`src/rtl/l1_mem_arbiter_if.sv`:
```
// rtl/l1_mem_arbiter_if.sv - L1D/L1I request, response and memory-port signal bundle
interface l1_mem_arbiter_if #(
  parameter int M_WIDTH  = 32,
  parameter int CL_BITS  = 128,
  parameter int TAG_BITS = 2
);
  logic                l1d_req_valid;
  logic [M_WIDTH-1:0]  l1d_req_addr;
  logic [CL_BITS-1:0]  l1d_req_store_data;
  logic [TAG_BITS-1:0] l1d_req_tag;
  logic [3:0]          l1d_req_opcode;
  logic                l1d_req_ack;
  logic                l1d_rsp_valid;

  logic                l1i_req_valid;
  logic [M_WIDTH-1:0]  l1i_req_addr;
  logic [TAG_BITS-1:0] l1i_req_tag;
  logic [3:0]          l1i_req_opcode;
  logic                l1i_req_ack;
  logic                l1i_rsp_valid;

  logic                mem_req_valid;
  logic [M_WIDTH-1:0]  mem_req_addr;
  logic [CL_BITS-1:0]  mem_req_store_data;
  logic [TAG_BITS-1:0] mem_req_tag;
  logic [3:0]          mem_req_opcode;
  logic                mem_rsp_valid;

  logic                grant_hold;
  logic                idle;
  logic                timeout_err;
  logic                spurious_rsp_err;
  logic [63:0]         l1d_gnt_count;
  logic [63:0]         l1i_gnt_count;

  // Arbiter side
  modport slave (
    input  l1d_req_valid, l1d_req_addr, l1d_req_store_data, l1d_req_tag, l1d_req_opcode,
    output l1d_req_ack, l1d_rsp_valid,
    input  l1i_req_valid, l1i_req_addr, l1i_req_tag, l1i_req_opcode,
    output l1i_req_ack, l1i_rsp_valid,
    output mem_req_valid, mem_req_addr, mem_req_store_data, mem_req_tag, mem_req_opcode,
    input  mem_rsp_valid,
    input  grant_hold,
    output idle, timeout_err, spurious_rsp_err, l1d_gnt_count, l1i_gnt_count
  );

  // Requester / memory side
  modport master (
    output l1d_req_valid, l1d_req_addr, l1d_req_store_data, l1d_req_tag, l1d_req_opcode,
    input  l1d_req_ack, l1d_rsp_valid,
    output l1i_req_valid, l1i_req_addr, l1i_req_tag, l1i_req_opcode,
    input  l1i_req_ack, l1i_rsp_valid,
    input  mem_req_valid, mem_req_addr, mem_req_store_data, mem_req_tag, mem_req_opcode,
    output mem_rsp_valid,
    output grant_hold,
    input  idle, timeout_err, spurious_rsp_err, l1d_gnt_count, l1i_gnt_count
  );
endinterface

```
`src/rtl/l1_mem_arbiter.sv`:
```
// rtl/l1_mem_arbiter.sv - Two-requester round-robin arbiter for the single off-core memory port
// One transaction in flight; grant-hold, response watchdog, sticky errors, grant counters.
module l1_mem_arbiter #(
  parameter int unsigned TIMEOUT_CYCLES = 4096
) (
  input  logic            clk,
  input  logic            reset,
  l1_mem_arbiter_if.slave bus
);
  typedef enum logic [1:0] {
    IDLE   = 2'd0,
    BUSY_D = 2'd1,
    BUSY_I = 2'd2
  } state_t;

  localparam bit              WD_EN    = (TIMEOUT_CYCLES != 0);
  localparam int unsigned     WD_W     = WD_EN ? $clog2(TIMEOUT_CYCLES + 1) : 1;
  localparam logic [WD_W-1:0] WD_LIMIT = WD_W'(TIMEOUT_CYCLES);
  localparam logic [WD_W-1:0] WD_ONE   = WD_W'(1);

  state_t          state;
  state_t          state_next;
  logic            grant_d;
  logic            grant_i;
  logic            last_gnt_i;
  logic [WD_W-1:0] wd_cnt;

  always_ff @(posedge clk) begin
    if (reset) begin
      state <= IDLE;
    end else begin
      state <= state_next;
    end
  end

  // A tie goes to whichever requester did not win the previous grant.
  always_comb begin
    state_next = state;
    grant_d    = 1'b0;
    grant_i    = 1'b0;
    case (state)
      IDLE: begin
        if (!bus.grant_hold) begin
          if (bus.l1d_req_valid && (!bus.l1i_req_valid || last_gnt_i)) begin
            grant_d = 1'b1;
          end else if (bus.l1i_req_valid) begin
            grant_i = 1'b1;
          end
        end
        if (grant_d) begin
          state_next = BUSY_D;
        end else if (grant_i) begin
          state_next = BUSY_I;
        end
      end
      BUSY_D, BUSY_I: begin
        if (bus.mem_rsp_valid) begin
          state_next = IDLE;
        end
      end
      default: state_next = IDLE;
    endcase
  end

  assign bus.l1d_req_ack   = grant_d;
  assign bus.l1i_req_ack   = grant_i;
  assign bus.l1d_rsp_valid = (state == BUSY_D) && bus.mem_rsp_valid;
  assign bus.l1i_rsp_valid = (state == BUSY_I) && bus.mem_rsp_valid;
  assign bus.mem_req_valid = (state != IDLE);
  assign bus.idle          = (state == IDLE);

  always_ff @(posedge clk) begin
    if (reset) begin
      bus.mem_req_addr       <= '0;
      bus.mem_req_store_data <= '0;
      bus.mem_req_tag        <= '0;
      bus.mem_req_opcode     <= '0;
      bus.l1d_gnt_count      <= '0;
      bus.l1i_gnt_count      <= '0;
      bus.timeout_err        <= 1'b0;
      bus.spurious_rsp_err   <= 1'b0;
      last_gnt_i             <= 1'b1;
      wd_cnt                 <= '0;
    end else begin
      if (grant_d) begin
        bus.mem_req_addr       <= bus.l1d_req_addr;
        bus.mem_req_store_data <= bus.l1d_req_store_data;
        bus.mem_req_tag        <= bus.l1d_req_tag;
        bus.mem_req_opcode     <= bus.l1d_req_opcode;
        bus.l1d_gnt_count      <= bus.l1d_gnt_count + 64'd1;
        last_gnt_i             <= 1'b0;
      end else if (grant_i) begin
        bus.mem_req_addr       <= bus.l1i_req_addr;
        bus.mem_req_store_data <= '0;
        bus.mem_req_tag        <= bus.l1i_req_tag;
        bus.mem_req_opcode     <= bus.l1i_req_opcode;
        bus.l1i_gnt_count      <= bus.l1i_gnt_count + 64'd1;
        last_gnt_i             <= 1'b1;
      end

      if ((state == IDLE) && bus.mem_rsp_valid) begin
        bus.spurious_rsp_err <= 1'b1;
      end

      // Watchdog saturates at the limit; the FSM keeps waiting for the response.
      if ((state == IDLE) || bus.mem_rsp_valid) begin
        wd_cnt <= '0;
      end else if (WD_EN && (wd_cnt != WD_LIMIT)) begin
        wd_cnt <= wd_cnt + WD_ONE;
        if ((wd_cnt + WD_ONE) == WD_LIMIT) begin
          bus.timeout_err <= 1'b1;
        end
      end
    end
  end
endmodule

```
`src/flat_wrapper.sv`:
```
// flat-port wrapper written by rule: the top's interface ports become plain ports
module l1_mem_arbiter_flat 
#(
  parameter int unsigned TIMEOUT_CYCLES = 4096
)
  (clk, reset, bus_l1d_req_valid, bus_l1d_req_addr, bus_l1d_req_store_data, bus_l1d_req_tag, bus_l1d_req_opcode, bus_l1d_req_ack, bus_l1d_rsp_valid, bus_l1i_req_valid, bus_l1i_req_addr, bus_l1i_req_tag, bus_l1i_req_opcode, bus_l1i_req_ack, bus_l1i_rsp_valid, bus_mem_req_valid, bus_mem_req_addr, bus_mem_req_store_data, bus_mem_req_tag, bus_mem_req_opcode, bus_mem_rsp_valid, bus_grant_hold, bus_idle, bus_timeout_err, bus_spurious_rsp_err, bus_l1d_gnt_count, bus_l1i_gnt_count);
  l1_mem_arbiter_if #(.M_WIDTH(32), .CL_BITS(128), .TAG_BITS(2)) bus_i ();
  input  logic clk;
  input  logic reset;
  input wire logic [$bits(bus_i.l1d_req_valid)-1:0] bus_l1d_req_valid;
  input wire logic [$bits(bus_i.l1d_req_addr)-1:0] bus_l1d_req_addr;
  input wire logic [$bits(bus_i.l1d_req_store_data)-1:0] bus_l1d_req_store_data;
  input wire logic [$bits(bus_i.l1d_req_tag)-1:0] bus_l1d_req_tag;
  input wire logic [$bits(bus_i.l1d_req_opcode)-1:0] bus_l1d_req_opcode;
  output wire logic [$bits(bus_i.l1d_req_ack)-1:0] bus_l1d_req_ack;
  output wire logic [$bits(bus_i.l1d_rsp_valid)-1:0] bus_l1d_rsp_valid;
  input wire logic [$bits(bus_i.l1i_req_valid)-1:0] bus_l1i_req_valid;
  input wire logic [$bits(bus_i.l1i_req_addr)-1:0] bus_l1i_req_addr;
  input wire logic [$bits(bus_i.l1i_req_tag)-1:0] bus_l1i_req_tag;
  input wire logic [$bits(bus_i.l1i_req_opcode)-1:0] bus_l1i_req_opcode;
  output wire logic [$bits(bus_i.l1i_req_ack)-1:0] bus_l1i_req_ack;
  output wire logic [$bits(bus_i.l1i_rsp_valid)-1:0] bus_l1i_rsp_valid;
  output wire logic [$bits(bus_i.mem_req_valid)-1:0] bus_mem_req_valid;
  output wire logic [$bits(bus_i.mem_req_addr)-1:0] bus_mem_req_addr;
  output wire logic [$bits(bus_i.mem_req_store_data)-1:0] bus_mem_req_store_data;
  output wire logic [$bits(bus_i.mem_req_tag)-1:0] bus_mem_req_tag;
  output wire logic [$bits(bus_i.mem_req_opcode)-1:0] bus_mem_req_opcode;
  input wire logic [$bits(bus_i.mem_rsp_valid)-1:0] bus_mem_rsp_valid;
  input wire logic [$bits(bus_i.grant_hold)-1:0] bus_grant_hold;
  output wire logic [$bits(bus_i.idle)-1:0] bus_idle;
  output wire logic [$bits(bus_i.timeout_err)-1:0] bus_timeout_err;
  output wire logic [$bits(bus_i.spurious_rsp_err)-1:0] bus_spurious_rsp_err;
  output wire logic [$bits(bus_i.l1d_gnt_count)-1:0] bus_l1d_gnt_count;
  output wire logic [$bits(bus_i.l1i_gnt_count)-1:0] bus_l1i_gnt_count;
  assign bus_i.l1d_req_valid = bus_l1d_req_valid;
  assign bus_i.l1d_req_addr = bus_l1d_req_addr;
  assign bus_i.l1d_req_store_data = bus_l1d_req_store_data;
  assign bus_i.l1d_req_tag = bus_l1d_req_tag;
  assign bus_i.l1d_req_opcode = bus_l1d_req_opcode;
  assign bus_l1d_req_ack = bus_i.l1d_req_ack;
  assign bus_l1d_rsp_valid = bus_i.l1d_rsp_valid;
  assign bus_i.l1i_req_valid = bus_l1i_req_valid;
  assign bus_i.l1i_req_addr = bus_l1i_req_addr;
  assign bus_i.l1i_req_tag = bus_l1i_req_tag;
  assign bus_i.l1i_req_opcode = bus_l1i_req_opcode;
  assign bus_l1i_req_ack = bus_i.l1i_req_ack;
  assign bus_l1i_rsp_valid = bus_i.l1i_rsp_valid;
  assign bus_mem_req_valid = bus_i.mem_req_valid;
  assign bus_mem_req_addr = bus_i.mem_req_addr;
  assign bus_mem_req_store_data = bus_i.mem_req_store_data;
  assign bus_mem_req_tag = bus_i.mem_req_tag;
  assign bus_mem_req_opcode = bus_i.mem_req_opcode;
  assign bus_i.mem_rsp_valid = bus_mem_rsp_valid;
  assign bus_i.grant_hold = bus_grant_hold;
  assign bus_idle = bus_i.idle;
  assign bus_timeout_err = bus_i.timeout_err;
  assign bus_spurious_rsp_err = bus_i.spurious_rsp_err;
  assign bus_l1d_gnt_count = bus_i.l1d_gnt_count;
  assign bus_l1i_gnt_count = bus_i.l1i_gnt_count;
  l1_mem_arbiter #(.TIMEOUT_CYCLES(TIMEOUT_CYCLES)) u_core (.clk(clk), .reset(reset), .bus(bus_i));
endmodule
```
`config.mk`:
```
export PLATFORM = sky130hd
export DESIGN_NAME = l1_mem_arbiter_flat
export DESIGN_NICKNAME = d
export VERILOG_FILES = /design/src/rtl/l1_mem_arbiter_if.sv /design/src/rtl/l1_mem_arbiter.sv /design/src/flat_wrapper.sv
export SDC_FILE = /design/constraint.sdc
export NUM_CORES = 1
export LEC_CHECK = 0
export CELL_PAD_IN_SITES_DETAIL_PLACEMENT = 1
export CELL_PAD_IN_SITES_GLOBAL_PLACEMENT = 2
export CORE_UTILIZATION = 25
export CTS_CLUSTER_DIAMETER = 200
export CTS_CLUSTER_SIZE = 20
export DETAILED_ROUTE_END_ITERATION = 10
export GPL_TIMING_DRIVEN = 0
export PLACE_DENSITY = 0.87
export SKIP_CTS_REPAIR_TIMING = 1
export SLEW_MARGIN = 20
export SYNTH_ARGS = -nofsm -noshare
export SYNTH_HDL_FRONTEND = slang
export SYNTH_SLANG_ARGS = --single-unit
```
`constraint.sdc`:
```
create_clock -name clk -period 2.65 [get_ports clk]
set_input_delay 0.3975 -clock clk [delete_from_list [all_inputs] [get_ports clk]]
set_output_delay 0.3975 -clock clk [all_outputs]
set_load 0.01 [all_outputs]
```
**Yosys cells after proc, flatten, opt, wreduce, memory -nomap -nowiden**

Index checks and enable logic that the tools add are counted.

- Add/subtract/negate cells: 3
- Equality and inequality tests: 6
- Muxes and demuxes: 23
- Bitwise logic cells: 2
- Reductions and logical operators: 15

Operators with widths:

| kind | number |
|---|---|
| $mux W128 | 2 |
| $add A64 B1 Y64 const B | 2 |
| $mux W32 | 2 |
| $add A13 B1 Y13 const B | 1 |
| $eq A13 B13 Y1 const B | 1 |
| $ne A13 B13 Y1 const B | 1 |
| $mux W1 | 11 |
| $mux W2 | 5 |
| $mux W4 | 2 |
| $logic_and A1 B1 Y1 | 4 |
| $pmux W2 S2 | 1 |
| $reduce_and A2 Y1 | 2 |
| $reduce_bool A2 Y1 | 2 |
| $reduce_or A2 Y1 | 2 |
| $ne A3 B1 Y1 const B | 1 |
| $reduce_and A3 Y1 | 1 |
| $eq A2 B1 Y1 const B | 1 |
| $eq A2 B2 Y1 const B | 1 |
| $logic_not A2 Y1 | 1 |
| $logic_or A1 B1 Y1 | 2 |
| $ne A2 B2 Y1 const B | 1 |
| $not A1 Y1 | 2 |
| $logic_not A1 Y1 | 1 |

- Register bits after elaboration: 312
- Input bits: 210
- Output and inout port bits: 302
- Logic and storage cells: 60

**Logic depth before layout (Yosys ltp)**

Gate-level depths: netlist (run 1).

- Depth after elaboration: 9
- Depth in mapped cells: 12
- Mapped depth without buffers: 8

**Worst setup path before layout (run 1)**

No wires, ideal clock.

- Path type: flip-flop to flip-flop
- Start point: register u_core.state[0]
- End point: register u_core.bus.mem_req_store_data[117]
- Arrival time: 2283 ps
- Slack: 239 ps
- Stages on the path, launching flop included: 13
- Cell sequence: dfxtp_1 > inv_1 > ha_1 > buf_2 > inv_1 > or4_1 > clkbuf_1 > inv_2 > nor2_1 > clkbuf_1 > buf_1 > a22oi_1 > nor2_1

- Longest elaborated chain between the ends: 3

Ends and longest elaborated chain:

| what | RTL line | RTL |
|---|---|---|
| start: declaration | l1_mem_arbiter.sv:21 | `state_t state;` |
| start signal: assignment | l1_mem_arbiter.sv:32 | `state <= state_next;` |
| $logic_not A2 Y1 * | -- |  |
| net bus_idle | flat_wrapper.sv:30 | `output wire logic [$bits(bus_i.idle)-1:0] bus_idle;` |
| $mux W1 | l1_mem_arbiter.sv:41 | `case (state)` |
| $mux W128 / $reduce_bool A2 Y1 (equally long branches) | -- |  |
| end signal: assignment | l1_mem_arbiter.sv:87 | `bus.mem_req_store_data <= bus.l1d_req_store_data;` |
| end: declaration | l1_mem_arbiter_if.sv:42 | `output mem_req_valid, mem_req_addr, mem_req_store_data, mem_req_tag, mem_req_opcode,` |

The timed path passes the listed nets; every way through them passes the cells marked *.
A chain may end at the register's enable or synchronous reset.

**Final worst setup path (run 1)**

- Start point: register u_core.state[0]
- End point: output port bus_l1d_req_ack

- Longest elaborated chain between the ends: 2

Ends and longest elaborated chain:

| what | RTL line | RTL |
|---|---|---|
| $logic_not A2 Y1 | l1_mem_arbiter.sv:41 |  |
| $mux W1 | l1_mem_arbiter.sv:41 |  |
| end: declaration | flat_wrapper.sv:15 | `output wire logic [$bits(bus_i.l1d_req_ack)-1:0] bus_l1d_req_ack;` |

Every way passes these cells.

==> impl_metrics.py, run 1 <==
metrics = {
    "routing": {
        "first_iter_violations": 562,
        "wl_per_cell_um": 21.24,
        "wl_mm": 57.11,
        "firstDrtPassIters": 5,
        "drc": 0,
        "viasPerCell": 5.006,
        "ant_nets": 0,
        "vias": 13460,
    },
    "clocking": {
        "cts_tree": "done",
        "path_clk_slew_ns": 0.09,
        "htree_levels": 1,
        "numCtsBuffers": 19,
        "clk_latency_ns": 0.53,
        "cts-root-buf": "clkbuf_16",
        "clk_path_buf_depth": 3,
        "clock-sinks": 312,
    },
    "cells_and_area": {
        "area_growth_pct": 52.39,
        "final_common_cell": "clkdlybuf4s50_1",
        "final_core_util_pct": 38.91,
        "num-nets-final": 2229,
        "nFillCells": 5905,
        "fin_cells": 2688,
        "drive_gt1_share_pct": 5.370,
        "final_cell_mix": "clkdlybuf4s50_1 (507), dfxtp_1 (308), nor2_1 (272)",
    },
    "min_path": {
        "hp-start": "reset",
        "holdPathEnd": "u_core.bus.l1d_gnt_count[63]$_SDFFE_PP0P_",
        "hold_path_depth": 3,
        "hp-class": "in -> reg",
    },
    "timing": {
        "worst_slew_pin_slew_ns": 1.077,
        "grt_setup_unrepaired": "yes",
        "finalMaxSlewViolations": 0,
        "skew_ns": 0.01171,
        "period_minus_slack_ns": 2.599,
        "holdWs_ns": 0.3082,
        "report.final.setup_viol": 0,
        "slew_headroom_pct": 28.21,
        "fin_ws_ns": 0.05068,
        "period_share_pct": 98.09,
        "max_freq_mhz": 384.7,
        "finalHoldViolations": 0,
    },
    "yosys": {
        "syn_inst": 1460,
        "muxShareOfSynthArea_pct": 3.265,
        "synth_ff_type": "dfxtp_1",
        "ys_async_sr_fraction_pct": 0,
        "synth_edf_count": 0,
        "yosys.area_share.simple_pct": 22.98,
        "yosysUniqueCellTypes": 47,
        "seq_area_frac_synth_pct": 48.36,
        "post_synth_instance_area_um2": 12910,
        "avgSynthCellArea_um2": 8.846,
        "synth_compound_area_share_pct": 15.44,
        "synth-xor-area-share_pct": 5.425,
        "synth_fa_ha_area_share_pct": 0.6782,
        "ys_ff_latch": 312,
        "synth_top_family_by_area": "simple AND/OR/NAND/NOR gates",
        "synth_nets": 1677,
        "synth-warning-count": 0,
    },
    "power": {
        "power_density_nw_per_um2": 483.0,
        "power_leakage_nw": 6.589,
        "fin_total_pwr_mw": 9.505,
        "ir_drop_uv": 364.9,
    },
    "floorplan": {
        "design.core.area_um2": 50580,
        "die_w_um": 229.3,
        "num_io_pins": 512,
        "fp.dieH_um": 229.3,
        "die_area_um2": 52570,
        "start_util_pct": 25.53,
        "num_rows": 82,
    },
    "setup_path": {
        "cp.required_ns": 2.25,
        "end_kind": "output port",
        "critPathTopFamily": "buffers and inverters",
        "reg2reg_depth": 11,
        "path_buf_inv": 6,
        "crit_fanout": 6,
        "cp.arrival_ns": 2.20,
        "cp_common_cell": "inv_2",
        "regToRegStartpoint": "u_core.state[0]$_SDFFE_PP0P_",
        "cp-start-kind": "register",
        "r2r-end": "u_core.bus.l1i_gnt_count[61]$_SDFFE_PP0P_",
        "ff2ff_setup_slack_ns": 0.07,
        "slowest_delay_ns": 0.58,
        "slowest_stage": "or4_4",
        "cp_cell_sequence": "inv_2, ha_4, buf_8, inv_2, or4_4, inv_6, buf_12, buf_6",
        "worstSetupPathType": "reg -> out",
    },
    "placed_design": {
        "placed_cells": 2641,
        "portBuffers": 509,
        "pre_cts_ws_ns": -1.224,
        "gp_congestion": 0.9239,
        "post-dp-hpwl_mm": 44.88,
    },
    "global_route": {
        "grt_pass1_vias": 14110,
        "grt_max_degree": 21,
        "grt_use_total_pct": 20.85,
        "grt_overflow": 0,
        "grt_pass1_wl_mm": 85.33,
        "antenna_found_initial": 3,
    },
    "flow_run": {
        "cap_violations": 0,
    },
    "status": {
        "status": "complete, no violations",
    },
}
==> state kept, by name (all words and copies together) (netlist names), 2 cells and up <==
name and count:
u_core.bus.l1d_gnt_count 64, u_core.bus.l1i_gnt_count 64, u_core.bus.mem_req_addr 32, u_core.bus.mem_req_opcode 4
u_core.bus.mem_req_store_data 128, u_core.bus.mem_req_tag 2, u_core.state 2, u_core.wd_cnt 13
==> final cells by class <==
type,instances,area (um2),area share (%)
inverter,23,91.34,0.4641
timing repair buffer,535,5311,26.99
multi-input combinational,1026,6233,31.67
buffer,95,456.7,2.320
clock inverter,1,8.758,0.04450
antenna,5,12.51,0.06357
tap,672,840.8,4.272
sequential,312,6251,31.76
clock buffer,19,475.5,2.416
==> worst reg2reg max path, delay by kind of cell (launching register included) <==
family                   cells  cell delay (ns)
AO/OA/AOI/OAI                1             0.16
AND/OR/NAND/NOR              4             1.14
flip-flops                   1             0.34
buffers and inverters        5             0.72
adder cells (fa/ha/maj)      1             0.15
==> how the worst max path moves through the flow <==
stage	startpoint	end	slack [ns]	cells after the start
3_5_place_dp	bus_l1i_req_valid	bus_l1i_req_ack	-1.22	7
5_1_grt	u_core.state[0]$_SDFFE_PP0P_	u_core.bus.l1i_gnt_count[45]$_SDFFE_PP0P_	-0.09	12
4_1_cts	u_core.state[0]$_SDFFE_PP0P_	bus_l1i_req_ack	-1.52	8
6_report	u_core.state[0]$_SDFFE_PP0P_	bus_l1d_req_ack	0.05	8
2_1_floorplan	u_core.state[0]$_SDFFE_PP0P_	u_core.bus.mem_req_store_data[117]$_SDFFE_PP0P_	0.24	12
3_3_place_gp	bus_l1i_req_valid	bus_l1i_req_ack	-1.19	7
==> per-stage QoR <==
step / area, um2 / setup TNS (ns)
3_5_place_dp: 18850 / -158.65
5_1_grt: 19680 / -0.7281
3_3_place_gp: 18850 / -149.18
6_report: 19680 / 0
2_1_floorplan: 12910 / 0
4_1_cts: 19330 / -103.34
==> Yosys cell counts, drive strengths merged (6+ instances only) <==
cell type | number | area, um2
a22oi | 128 | 960.9
and4 | 12 | 105.1
nand4 | 50 | 325.3
inv | 23 | 86.33
or4 | 22 | 165.2
nor2 | 272 | 1021
nand3 | 55 | 287.8
nand2 | 56 | 210.2
o21ai | 40 | 200.2
a211oi | 39 | 292.8
or2 | 6 | 37.54
a21oi | 62 | 310.3
nor3 | 22 | 110.1
xnor2 | 42 | 367.9
and3 | 17 | 106.4
or3 | 40 | 250.2
nor4 | 28 | 217.7
ha | 7 | 87.58
mux2i | 41 | 410.4
clkbuf | 76 | 285.3
buf | 23 | 125.1
xor2 | 38 | 332.8
dfxtp | 312 | 6246
o31ai | 19 | 142.6
==> metal layers <==
| metal | track usage, % | up-vias | part of all wire [%] | wire (um) |
|---|---|---|---|---|
| met5 | 0 | - | 0 | 0 |
| met4 | 7.854 | 0 | 3.4 | 1967 |
| met3 | 6.138 | 82 | 7.8 | 4468 |
| met2 | 37.18 | 420 | 49 | 28180 |
| met1 | 23.23 | 6597 | 39 | 22500 |
| li1 | - | 6356 | - | - |
==> logic make-up (layout without fill, tap and decap cells) <==
logic type | count (synthesis) | after routing
adders and majority gates | 7 | 7
and+or+nand+nor | 599 | 599
muxes | 42 | 42
other | 0 | 5
DFF | 312 | 312
buffers and inverters | 122 | 673
xor gates and xnor gates | 80 | 80
AOI/OAI and AO/OA | 298 | 298
==> power by group <==
part | total [mW] | switching, mW | internal [mW] | leakage (nW)
clock network | 2.98 | 1.68 | 1.29 | 0.239
logic | 1.56 | 0.735 | 0.822 | 3.82
registers | 4.97 | 0.115 | 4.86 | 2.53
(Power assumes the default switching activity.)
==> inputs of run 2 (changes only) <==
Settings changed: REMOVE_ABC_BUFFERS set to 1, TNS_END_PERCENT set to 5.
==> run 2 against run 1 <==
Fmax up 2.1%; wire length is 9.7% lower; total power is 0.89% lower; first-iteration DRC count increased by 20%; critical endpoint is now u_core.bus.l1d_gnt_count[61]$_SDFFE_PP0P_; non-clock buffer count shrank 79; sequential share of layout area increased by 0.17 points; via count fell by 4.0%; clock skew rose by 0.0068 ns; core utilization down 0.23 points.
==> impl_metrics.py, run 2 (synthesis gave the netlist of run 1 again) <==
metrics = {
    "cells_and_area": {
        "num-nets-final": 2154,
        "fin_cells": 2609,
        "largest_reg_flops": 128,
        "area_growth_pct": 51.48,
        "final_core_util_pct": 38.68,
        "nFillCells": 5802,
        "regMostFlops": "u_core.bus.mem_req_store_data",
        "drive_gt1_share_pct": 4.804,
        "final_common_cell": "clkdlybuf4s50_1",
        "final_cell_mix": "clkdlybuf4s50_1 (506), dfxtp_1 (312), nor2_1 (271)",
        "final_cell_area_um2": 19560,
        "reg_top3": "u_core.bus.mem_req_store_data (128), u_core.bus.l1d_gnt_count (64), u_core.bus.l1i_gnt_count (64)",
    },
    "routing": {
        "viasPerCell": 4.952,
        "firstDrtPassIters": 4,
        "vias": 12920,
        "drc": 0,
        "wl_per_cell_um": 19.76,
        "wl_mm": 51.55,
        "first_iter_violations": 677,
        "ant_nets": 0,
    },
    "power": {
        "switchingPower_mw": 2.452,
        "p_comb_share_pct": 15.9,
        "ir_drop_uv": 313.3,
        "p_int_mw": 6.969,
        "pwr-share-clk_pct": 31.5,
        "fin_total_pwr_mw": 9.421,
        "sw_frac_of_total_pct": 26.03,
        "power_leakage_nw": 6.541,
        "power_density_nw_per_um2": 481.5,
        "seqPwrFrac_pct": 52.6,
    },
    "timing": {
        "fin_ws_ns": 0.1050,
        "worst_slew_pin_slew_ns": 0.8142,
        "period_minus_slack_ns": 2.545,
        "skew_ns": 0.01852,
        "max_freq_mhz": 392.9,
        "grt_setup_unrepaired": "yes",
        "finalHoldViolations": 0,
        "finalMaxSlewViolations": 0,
        "holdWs_ns": 0.2755,
        "tns_ns": 0,
        "report.final.setup_viol": 0,
        "period_share_pct": 96.04,
        "slew_headroom_pct": 45.27,
    },
    "clocking": {
        "htree_levels": 1,
        "path_clk_slew_ns": 0.09,
        "clk_path_buf_depth": 3,
        "numCtsBuffers": 19,
        "clock-sinks": 312,
        "cts_tree": "done",
        "clk_latency_ns": 0.54,
        "cts-root-buf": "clkbuf_16",
    },
    "global_route": {
        "grt_overflow": 0,
        "grt_pass1_vias": 13140,
        "grt_max_degree": 121,
        "antenna_found_initial": 6,
        "grt_use_total_pct": 18.19,
        "grt_pass1_wl_mm": 77.04,
    },
    "floorplan": {
        "num_rows": 82,
        "design.core.area_um2": 50580,
        "die_w_um": 229.3,
        "num_io_pins": 512,
        "start_util_pct": 25.53,
        "die_area_um2": 52570,
        "fp.dieH_um": 229.3,
    },
    "setup_path": {
        "cp.arrival_ns": 2.95,
        "worstSetupPathType": "reg -> reg",
        "end_kind": "register",
        "crit_fanout": 10,
        "cp-start-kind": "register",
        "cp.required_ns": 3.05,
    },
    "placed_design": {
        "placed_cells": 2560,
        "portBuffers": 511,
        "place_area_um2": 18760,
        "post-dp-hpwl_mm": 37.57,
        "pre_cts_ws_ns": -1.484,
        "gp_congestion": 0.8156,
    },
    "flow_run": {
        "cap_violations": 0,
    },
    "status": {
        "status": "complete, no violations",
    },
    "min_path": {
        "hp-class": "in -> reg",
    },
}
-- run 2: final timing paths --
path | endpoint | slack (ns) | start | cells past startpoint
worst max-delay path | u_core.bus.l1d_gnt_count[61]$_SDFFE_PP0P_ | 0.10 | u_core.bus.l1d_gnt_count[21]$_SDFFE_PP0P_ | 5
worst min register to register | u_core.bus.l1i_gnt_count[63]$_SDFFE_PP0P_ | 0.50 | u_core.bus.l1i_gnt_count[63]$_SDFFE_PP0P_ | 2
worst min-delay path | u_core.bus.l1d_gnt_count[25]$_SDFFE_PP0P_ | 0.28 | reset | 2
worst max register to register | u_core.bus.l1d_gnt_count[61]$_SDFFE_PP0P_ | 0.10 | u_core.bus.l1d_gnt_count[21]$_SDFFE_PP0P_ | 5
-- run 2: cell type report --
type	count	area [um2]	area share [%]
Tap cell	672	840.8	4.298
Inverter	23	112.6	0.5756
Multi-Input combinational cell	1028	6276	32.08
Timing Repair Buffer	551	5579	28.52
Clock buffer	19	475.5	2.430
Clock inverter	1	8.758	0.04477
Antenna cell	1	2.502	0.01279
Sequential cell	312	6246	31.93
Timing Repair inverter	2	22.52	0.1151
-- run 2: power by group through the flow --
stage | clock (mW) | sequential, mW | combinational [mW]
after floorplan | 0 | 5.13 | 0.423
after global placement | 0 | 5.05 | 1.41
after detailed placement | 0 | 5.06 | 1.45
after CTS | 3.10 | 4.95 | 1.46
after global routing | 3.27 | 4.98 | 1.60
final | 2.97 | 4.96 | 1.49
-- run 2: per-layer routing --
layer  up-vias  wire (um)  GRT usage (%)
met4         8       1481          5.375
li1       6199          -              -
met3        74       3130          4.532
met1      6304      21010          21.15
met5         -         51              0
met2       335      25880          32.65
-- run 2: worst max-delay path, cell delays in order (launching register included) --
cell and delay (ns):
dfxtp_1 0.50, nand4_1 0.24, nor4_2 0.59, nand4_1 0.58, o31ai_1 0.42, a21oi_1 0.10
